## src/rtl/bf_data_sequencer.sv

```systemverilog
// Data-side partner of the butterfly-mode address generator: captures RAM read data into an
// operand set, serialises butterfly results onto the write bus, and counts butterflies per stage.
module bf_data_sequencer #(
   parameter int DATA_WIDTH = 16,
   parameter int N_POINTS   = 128,
   parameter int LOG_N      = 7,
   parameter int MODE_WIDTH = 2,
   parameter int MODE_BF    = 2
) (
   input  logic                  controlPulse,
   input  logic                  reset,
   input  logic                  c_seq_start,
   input  logic [MODE_WIDTH-1:0] c_mode,
   input  logic [DATA_WIDTH-1:0] readData,
   output logic [DATA_WIDTH-1:0] ar,
   output logic [DATA_WIDTH-1:0] ai,
   output logic [DATA_WIDTH-1:0] br,
   output logic [DATA_WIDTH-1:0] bi,
   output logic [DATA_WIDTH-1:0] wr,
   output logic [DATA_WIDTH-1:0] wi,
   output logic                  bf_start,
   input  logic [DATA_WIDTH-1:0] r1r,
   input  logic [DATA_WIDTH-1:0] r1i,
   input  logic [DATA_WIDTH-1:0] r2r,
   input  logic [DATA_WIDTH-1:0] r2i,
   output logic [DATA_WIDTH-1:0] writeData,
   output logic                  x_we_data,
   output logic [LOG_N-1:0]      xBfCount,
   output logic                  stage_done
);

   logic [2:0]            slot;
   logic                  run;
   logic                  res_valid;
   logic                  bf_seen;
   logic [DATA_WIDTH-1:0] br_s, wr_s, bi_s, wi_s, ar_s, ai_s;
   logic [DATA_WIDTH-1:0] r1r_q, r1i_q, r2r_q, r2i_q;

   logic mode_bf;
   logic active;
   logic start;
   logic last_bf;

   assign mode_bf = (c_mode == MODE_WIDTH'(MODE_BF));
   // Once a result is latched the slot keeps counting until its four writes are out.
   assign active  = run && (mode_bf || res_valid);
   assign start   = !run && c_seq_start && mode_bf;
   assign last_bf = (xBfCount == LOG_N'(N_POINTS / 2 - 1));

   always_ff @(posedge controlPulse or posedge reset) begin
      if (reset) begin
         slot       <= 3'd7;
         run        <= 1'b0;
         res_valid  <= 1'b0;
         bf_seen    <= 1'b0;
         br_s       <= '0;
         wr_s       <= '0;
         bi_s       <= '0;
         wi_s       <= '0;
         ar_s       <= '0;
         ai_s       <= '0;
         ar         <= '0;
         ai         <= '0;
         br         <= '0;
         bi         <= '0;
         wr         <= '0;
         wi         <= '0;
         r1r_q      <= '0;
         r1i_q      <= '0;
         r2r_q      <= '0;
         r2i_q      <= '0;
         writeData  <= '0;
         x_we_data  <= 1'b0;
         xBfCount   <= '0;
         bf_start   <= 1'b0;
         stage_done <= 1'b0;
      end else begin
         bf_start   <= 1'b0;
         stage_done <= 1'b0;
         if (start) begin
            run     <= 1'b1;
            slot    <= 3'd0;
            bf_seen <= 1'b0;
         end else if (run && !active) begin
            run     <= 1'b0;
            slot    <= 3'd7;
            bf_seen <= 1'b0;
         end else if (active) begin
            slot <= slot + 3'd1;
            if (mode_bf) begin
               case (slot)
                  3'd1: br_s <= readData;
                  3'd2: wr_s <= readData;
                  3'd3: bi_s <= readData;
                  3'd4: wi_s <= readData;
                  3'd5: ar_s <= readData;
                  3'd6: ai_s <= readData;
                  3'd7: begin
                     br       <= br_s;
                     wr       <= wr_s;
                     bi       <= bi_s;
                     wi       <= wi_s;
                     ar       <= ar_s;
                     ai       <= ai_s;
                     bf_start <= 1'b1;
                     bf_seen  <= 1'b1;
                  end
                  default: ;
               endcase
               // The butterfly has had slots 0..5 to settle on the operands presented at slot 0.
               if (slot == 3'd5 && bf_seen) begin
                  r1r_q     <= r1r;
                  r1i_q     <= r1i;
                  r2r_q     <= r2r;
                  r2i_q     <= r2i;
                  res_valid <= 1'b1;
               end
            end
            if (res_valid) begin
               case (slot)
                  3'd6: begin
                     writeData <= r1r_q;
                     x_we_data <= 1'b1;
                  end
                  3'd7: writeData <= r1i_q;
                  3'd0: writeData <= r2r_q;
                  3'd1: writeData <= r2i_q;
                  3'd2: begin
                     x_we_data <= 1'b0;
                     res_valid <= 1'b0;
                     if (last_bf) begin
                        xBfCount   <= '0;
                        stage_done <= 1'b1;
                     end else begin
                        xBfCount <= xBfCount + LOG_N'(1);
                     end
                     if (!mode_bf) begin
                        run     <= 1'b0;
                        slot    <= 3'd7;
                        bf_seen <= 1'b0;
                     end
                  end
                  default: ;
               endcase
            end
         end
      end
   end

endmodule
```

## config.mk

```make
export PLATFORM = sky130hd
export DESIGN_NAME = bf_data_sequencer
export DESIGN_NICKNAME = d
export VERILOG_FILES = /design/src/rtl/bf_data_sequencer.sv
export SDC_FILE = /design/constraint.sdc
export NUM_CORES = 1
export LEC_CHECK = 0
export BUFFER_PORTS_ARGS = -buffer_cell sky130_fd_sc_hd__buf_2
export CAP_MARGIN = 40
export CORE_UTILIZATION = 60
export DETAILED_ROUTE_END_ITERATION = 16
export PLACE_DENSITY = 0.85
export SETUP_SLACK_MARGIN = 0.02
export SLEW_MARGIN = 20
export SYNTH_ARGS = -nofsm -noshare
export SYNTH_HDL_FRONTEND = slang
export SYNTH_SLANG_ARGS = --single-unit
```

## constraint.sdc

```tcl
create_clock -name controlPulse -period 26.7 [get_ports controlPulse]
set_input_delay 2.67 -clock controlPulse [delete_from_list [all_inputs] [get_ports controlPulse]]
set_output_delay 2.67 -clock controlPulse [all_outputs]
set_load 0.01 [all_outputs]
```

# Word-level counts from Yosys, hierarchy flattened
# Index checks and enable logic that the tools add are counted.
[classes]
add_sub_neg = 2
n_bitwise = 2
mux = 38
n_reduce_logical = 27
eq_ne = 10
[op_table]
columns = ["operator", "count"]
rows = [
  ["16-bit case mux with 4 select lines", 1],
  ["5-bit AND reduction", 11],
  ["1-bit 2-to-1 mux", 29],
  ["3-bit 2-to-1 mux", 6],
  ["3-bit == test (second input constant)", 4],
  ["3-bit nonzero test", 3],
  ["7-bit by 1-bit adder with 7-bit output (second input constant)", 1],
  ["7-bit by 6-bit == test with 1-bit output (second input constant)", 1],
  ["7-bit 2-to-1 mux", 1],
  ["3-bit by 2-bit == test with 1-bit output (second input constant)", 2],
  ["1-bit logical AND", 5],
  ["4-bit AND reduction", 1],
  ["4-bit nonzero test", 1],
  ["3-bit by 1-bit adder with 3-bit output (second input constant)", 1],
  ["3-bit by 1-bit == test with 1-bit output (second input constant)", 1],
  ["3-bit zero test", 1],
  ["3-bit by 1-bit != test with 1-bit output (second input constant)", 1],
  ["3-bit AND reduction", 1],
  ["2-bit == test (second input constant)", 1],
  ["1-bit zero test", 2],
  ["1-bit NOT", 2],
  ["1-bit case mux with 2 select lines", 1],
  ["2-bit nonzero test", 1],
  ["1-bit logical OR", 1],
]
[word_totals]
output_inout_bits = 122
register_bits = 288
input_bits = 85
wordCells = 104

# Logic depth before layout (Yosys ltp)
[logic_depth]
word_depth = 9
depth_mapped = 10
ltp_nobuf = 6

# Worst setup path after synthesis
# No wires, ideal clock.
[synth_timing]
path_type = "input-to-reg"
startpoint = "input port c_mode[1]"
endpoint = "register r1i_q[14]"
arrival_time_ps = 3822
setup_slack_ps = 22753
path_stages = 7
path_buffers = 3
setup_ps = 125
t_required_ps = 26575
cell_sequence = "nor2b_2 > and4_1 > buf_4 > nand2_2 > buf_6 > buf_6 > mux2_4"
[synth_between]
elab_chain_cells = 7
elab_cells_between_ends = 9
cone_classes = "1 x eq/ne; 2 x bitwise; 6 x reduce/logical"
[synth_lines]
columns = ["item", "line_no", "source"]
rows = [
  ["start, declared", "13", "input logic [MODE_WIDTH-1:0] c_mode,"],
  ["2-bit == test *", "44", "assign mode_bf = (c_mode == MODE_WIDTH'(MODE_BF));"],
  ["1-bit logical OR", "46", "assign active = run && (mode_bf || res_valid);"],
  ["1-bit logical AND", "46", ""],
  ["1-bit zero test", "84", "end else if (run && !active) begin"],
  ["1-bit logical AND", "84", ""],
  ["1-bit NOT (no line)", "-", ""],
  ["5-bit AND reduction (no line) *", "-", ""],
  ["end signal, assigned", "113", "r1i_q <= r1i;"],
  ["end, declared", "37", "logic [DATA_WIDTH-1:0] r1r_q, r1i_q, r2r_q, r2i_q;"],
]
# Every way passes the cells marked *; elsewhere a longest branch is shown, timed or not.
# A chain may end at the register's enable or synchronous reset.

# Worst setup path in the final report
[layout_timing]
startpoint = "input port c_mode[0]"
endpoint = "register r1r_q[4]"
[layout_between]
elab_chain_cells = 7
elab_cells_between_ends = 9
cone_classes = "1 x eq/ne; 2 x bitwise; 6 x reduce/logical"
[layout_lines]
columns = ["item", "line_no", "source"]
rows = [
  ["2-bit == test *", "44", ""],
  ["1-bit logical OR", "46", ""],
  ["1-bit logical AND", "46", ""],
  ["1-bit zero test", "84", ""],
  ["1-bit logical AND", "84", ""],
  ["1-bit NOT (no line)", "-", ""],
  ["5-bit AND reduction (no line) *", "-", ""],
  ["end signal, assigned", "112", "r1r_q <= r1r;"],
  ["end, declared", "37", ""],
]
# Marks and branches as above.

==> impl_metrics.json <==
{
  "crit_type": "primary input to register",
  "hold_path_class": "register to register",
  "finalHoldViolations": 0,
  "path_max_fanout": 38,
  "h-tree-depth": 1,
  "synthArstFlopShare_pct": 100,
  "die_width_um": 141,
  "status": "finished clean",
  "drtIter0Drc": 342,
  "placedCellCount": 1190,
  "min_period_over_period_pct": 15.9,
  "ys_seq_area_share_pct": 62.2,
  "grtUsageMet2_pct": 39.6,
  "wl_per_cell_um": 19.0,
  "nets": 1054,
  "top_usage_layer": "met2",
  "drcViolationCount": 0,
  "setup-tns-final_ps": 0,
  "cts_made_buffers": 28,
  "syn-num-nets": 850,
  "grt_pass1_vias": 6940,
  "fp.coreArea_um2": 18800,
  "whs_ps": 471,
  "synth_most_common_cell": "dfrtp_1",
  "ant_nets": 0,
  "clkSinkCount": 288,
  "clk_latency_ps": 530,
  "leakage_uw": 0.00757,
  "initial_core_util_pct": 61.5,
  "rsz0062_at_grt": "false",
  "ys_warn_count": 0,
  "critPathSlowestCell": "nor2b_2",
  "vias": 6814,
  "grtUsageMet3_pct": 4.04,
  "post-cts-setup-buffers": 0,
  "cts-root-buf": "clkbuf_16",
  "crit_chain": "buf_2, nor2b_2, and4_1, nand2_4, buf_16, mux2_4",
  "totalWireLength_um": 23700,
  "tightest_slew_ps": 846,
  "instances_no_fill": 1245,
  "fillers": 1171,
  "netlist_area_um2": 11600,
  "start_kind": "primary input",
  "fin_util_pct": 73.3,
  "pin_count": 207,
  "via_per_inst": 5.47,
  "synth_area_leaders": "dfrtp_1, mux2_2, mux2_4, o21ai_0, buf_6",
  "overflow": 0,
  "synthCells": 757,
  "synth.top_cell.area_share_pct": 61.5,
  "cts_tree": "built",
  "grt_max_degree": 88,
  "clockBufferDepth": 3,
  "first_pass_iters": 4,
  "port_buffers": 206,
  "regToRegStartpoint": "slot[2]",
  "finalSetupViolations": 0,
  "drv_slew": 0,
  "rows": 50,
  "dieArea_um2": 19900,
  "ys_ff_latch": 288,
  "vdd_drop_max_uv": 51.9,
  "synth_common_cells": "dfrtp_1, mux2_2, mux2_4",
  "fmax_ghz": 0.236,
  "crit_path_end_kind": "register",
  "clkSlewWorstSetupHoldPaths_ps": 60,
  "grt_first_pass_wirelength_um": 38000,
  "track_usage_pct": 24.8,
  "gp_congestion": 0.808,
  "met1_usage_pct": 35.2,
  "cp-startpoint": "c_mode[0]",
  "cts_hold_buffers": 0,
  "synth_cell_types": 38,
  "synth-edff-count": 0,
  "antenna_found_initial": 5,
  "drive_gt1_share_pct": 53.7,
  "die_h_um": 141,
  "fin_skew_ps": 7.30,
  "synth_top_cell_by_area": "dfrtp_1",
  "post-route-min-period_ps": 4230,
  "dpl.hpwl_um": 16100,
  "required_ps": 27100,
  "relSlewSlack_pct": 43.6,
  "area_growth_pct": 19.1,
  "powerDensity_nw_per_um2": 83.1,
  "crit_arrival_ps": 4640,
  "crit_family": "simple AND/OR/NAND/NOR gates",
  "post_cts_resized": 0,
  "syn_avg_cell_area_um2": 15.3,
  "cap_violations": 0,
  "critPathMaxStageDelay_ps": 480,
  "synth_flop_cell": "dfrtp_1",
  "crit_buf_inv": 2,
  "worstHoldStart": "writeData[3]"
}
worst register-to-register path, delay by kind of cell (launching register included):
kind | cells | cell delay (ps)
fa+ha+maj | 1 | 710
buf+inv | 1 | 260
compound gates | 3 | 530
flops | 1 | 850
simple gates | 1 | 280
worst paths after layout:
kind	end	slack [ps]	depth (start not counted)
worst max register to register	writeData[8]	23980	6
min in group asynchronous	xBfCount[6]	2180	2
max in group asynchronous	ai[9]	22650	5
worst max-delay path	r1r_q[4]	22470	6
worst min register to register	writeData[3]	470	2
worst min-delay path	writeData[3]	470	2
cell type report:
class,count,area [µm²],share of cell area (%)
Sequential cell,288,7210,52.2
Clock inverter,6,61.3,0.444
Timing Repair Buffer,218,1220,8.86
Inverter,6,30.0,0.218
Multi-Input combinational cell,419,4080,29.6
Tap cell,260,325,2.36
Antenna cell,3,7.51,0.0544
Clock buffer,45,866,6.27
metal layers:
metal | vias up | part of all wire, %
li1 | 3100 | -
met1 | 3456 | 45
met2 | 208 | 48
met3 | 46 | 4.1
met4 | 4 | 2.6
met5 | - | 0.093
through the flow:
stage | cell area [µm²] | total power (µW) | worst slack (ps)
after floorplan | 11600 | 691 | 16090
after global placement | 12700 | 748 | 21170
after detailed placement | 12900 | 762 | 21250
after CTS | 13800 | 1160 | 21810
after global routing | 13800 | 1200 | 22300
final | 13800 | 1150 | 22470
cells by family (layout without fill, tap and decap cells):
| kind of cell | count (synthesis) | in the layout | synth area share, % |
|---|---|---|---|
| buffers and inverters | 50 | 275 | 2.72 |
| other | 0 | 3 | 0 |
| XOR/XNOR | 2 | 2 | 0.151 |
| AO/OA/AOI/OAI | 78 | 78 | 4.07 |
| multiplexers | 258 | 258 | 26.6 |
| flip-flops | 288 | 288 | 62.2 |
| adder cells (fa/ha/maj) | 8 | 8 | 0.864 |
| AND/OR/NAND/NOR | 73 | 73 | 3.34 |
placed cells by master, fill, tap and decap left out, types with 3 or more instances in the layout:
master	n
dfrtp_1	285
mux2_2	207
buf_2	206
mux2_4	49
o21ai_0	34
nand2_1	30
clkbuf_16	29
nor2b_1	18
a22oi_1	16
o22ai_1	16
ha_1	8
clkbuf_8	8
clkbuf_1	8
inv_1	5
and3_1	4
nand3_1	4
clkinv_2	4
buf_8	4
buf_4	4
diode_2	3
a21o_1	3
a21oi_1	3
nor2_1	3
buf_16	3
dfstp_2	3
report_power, final:
group	internal [µW]	total (µW)	switching [µW]	leakage, µW
Clock	231	390	159	0.000460
Sequential	515	565	49.6	0.00395
Combinational	94.1	193	98.8	0.00316
Total	840	1150	307	0.00757
flip-flops by register name, summed over array words and instances (netlist names), 16 cells and up:
register / count
ai: 16
ai_s: 16
ar: 16
ar_s: 16
bi: 16
bi_s: 16
br: 16
br_s: 16
r1i_q: 16
r1r_q: 16
r2i_q: 16
r2r_q: 16
wi: 16
wi_s: 16
wr: 16
wr_s: 16
writeData: 16
No activity file was read; power rests on OpenSTA's default activity.
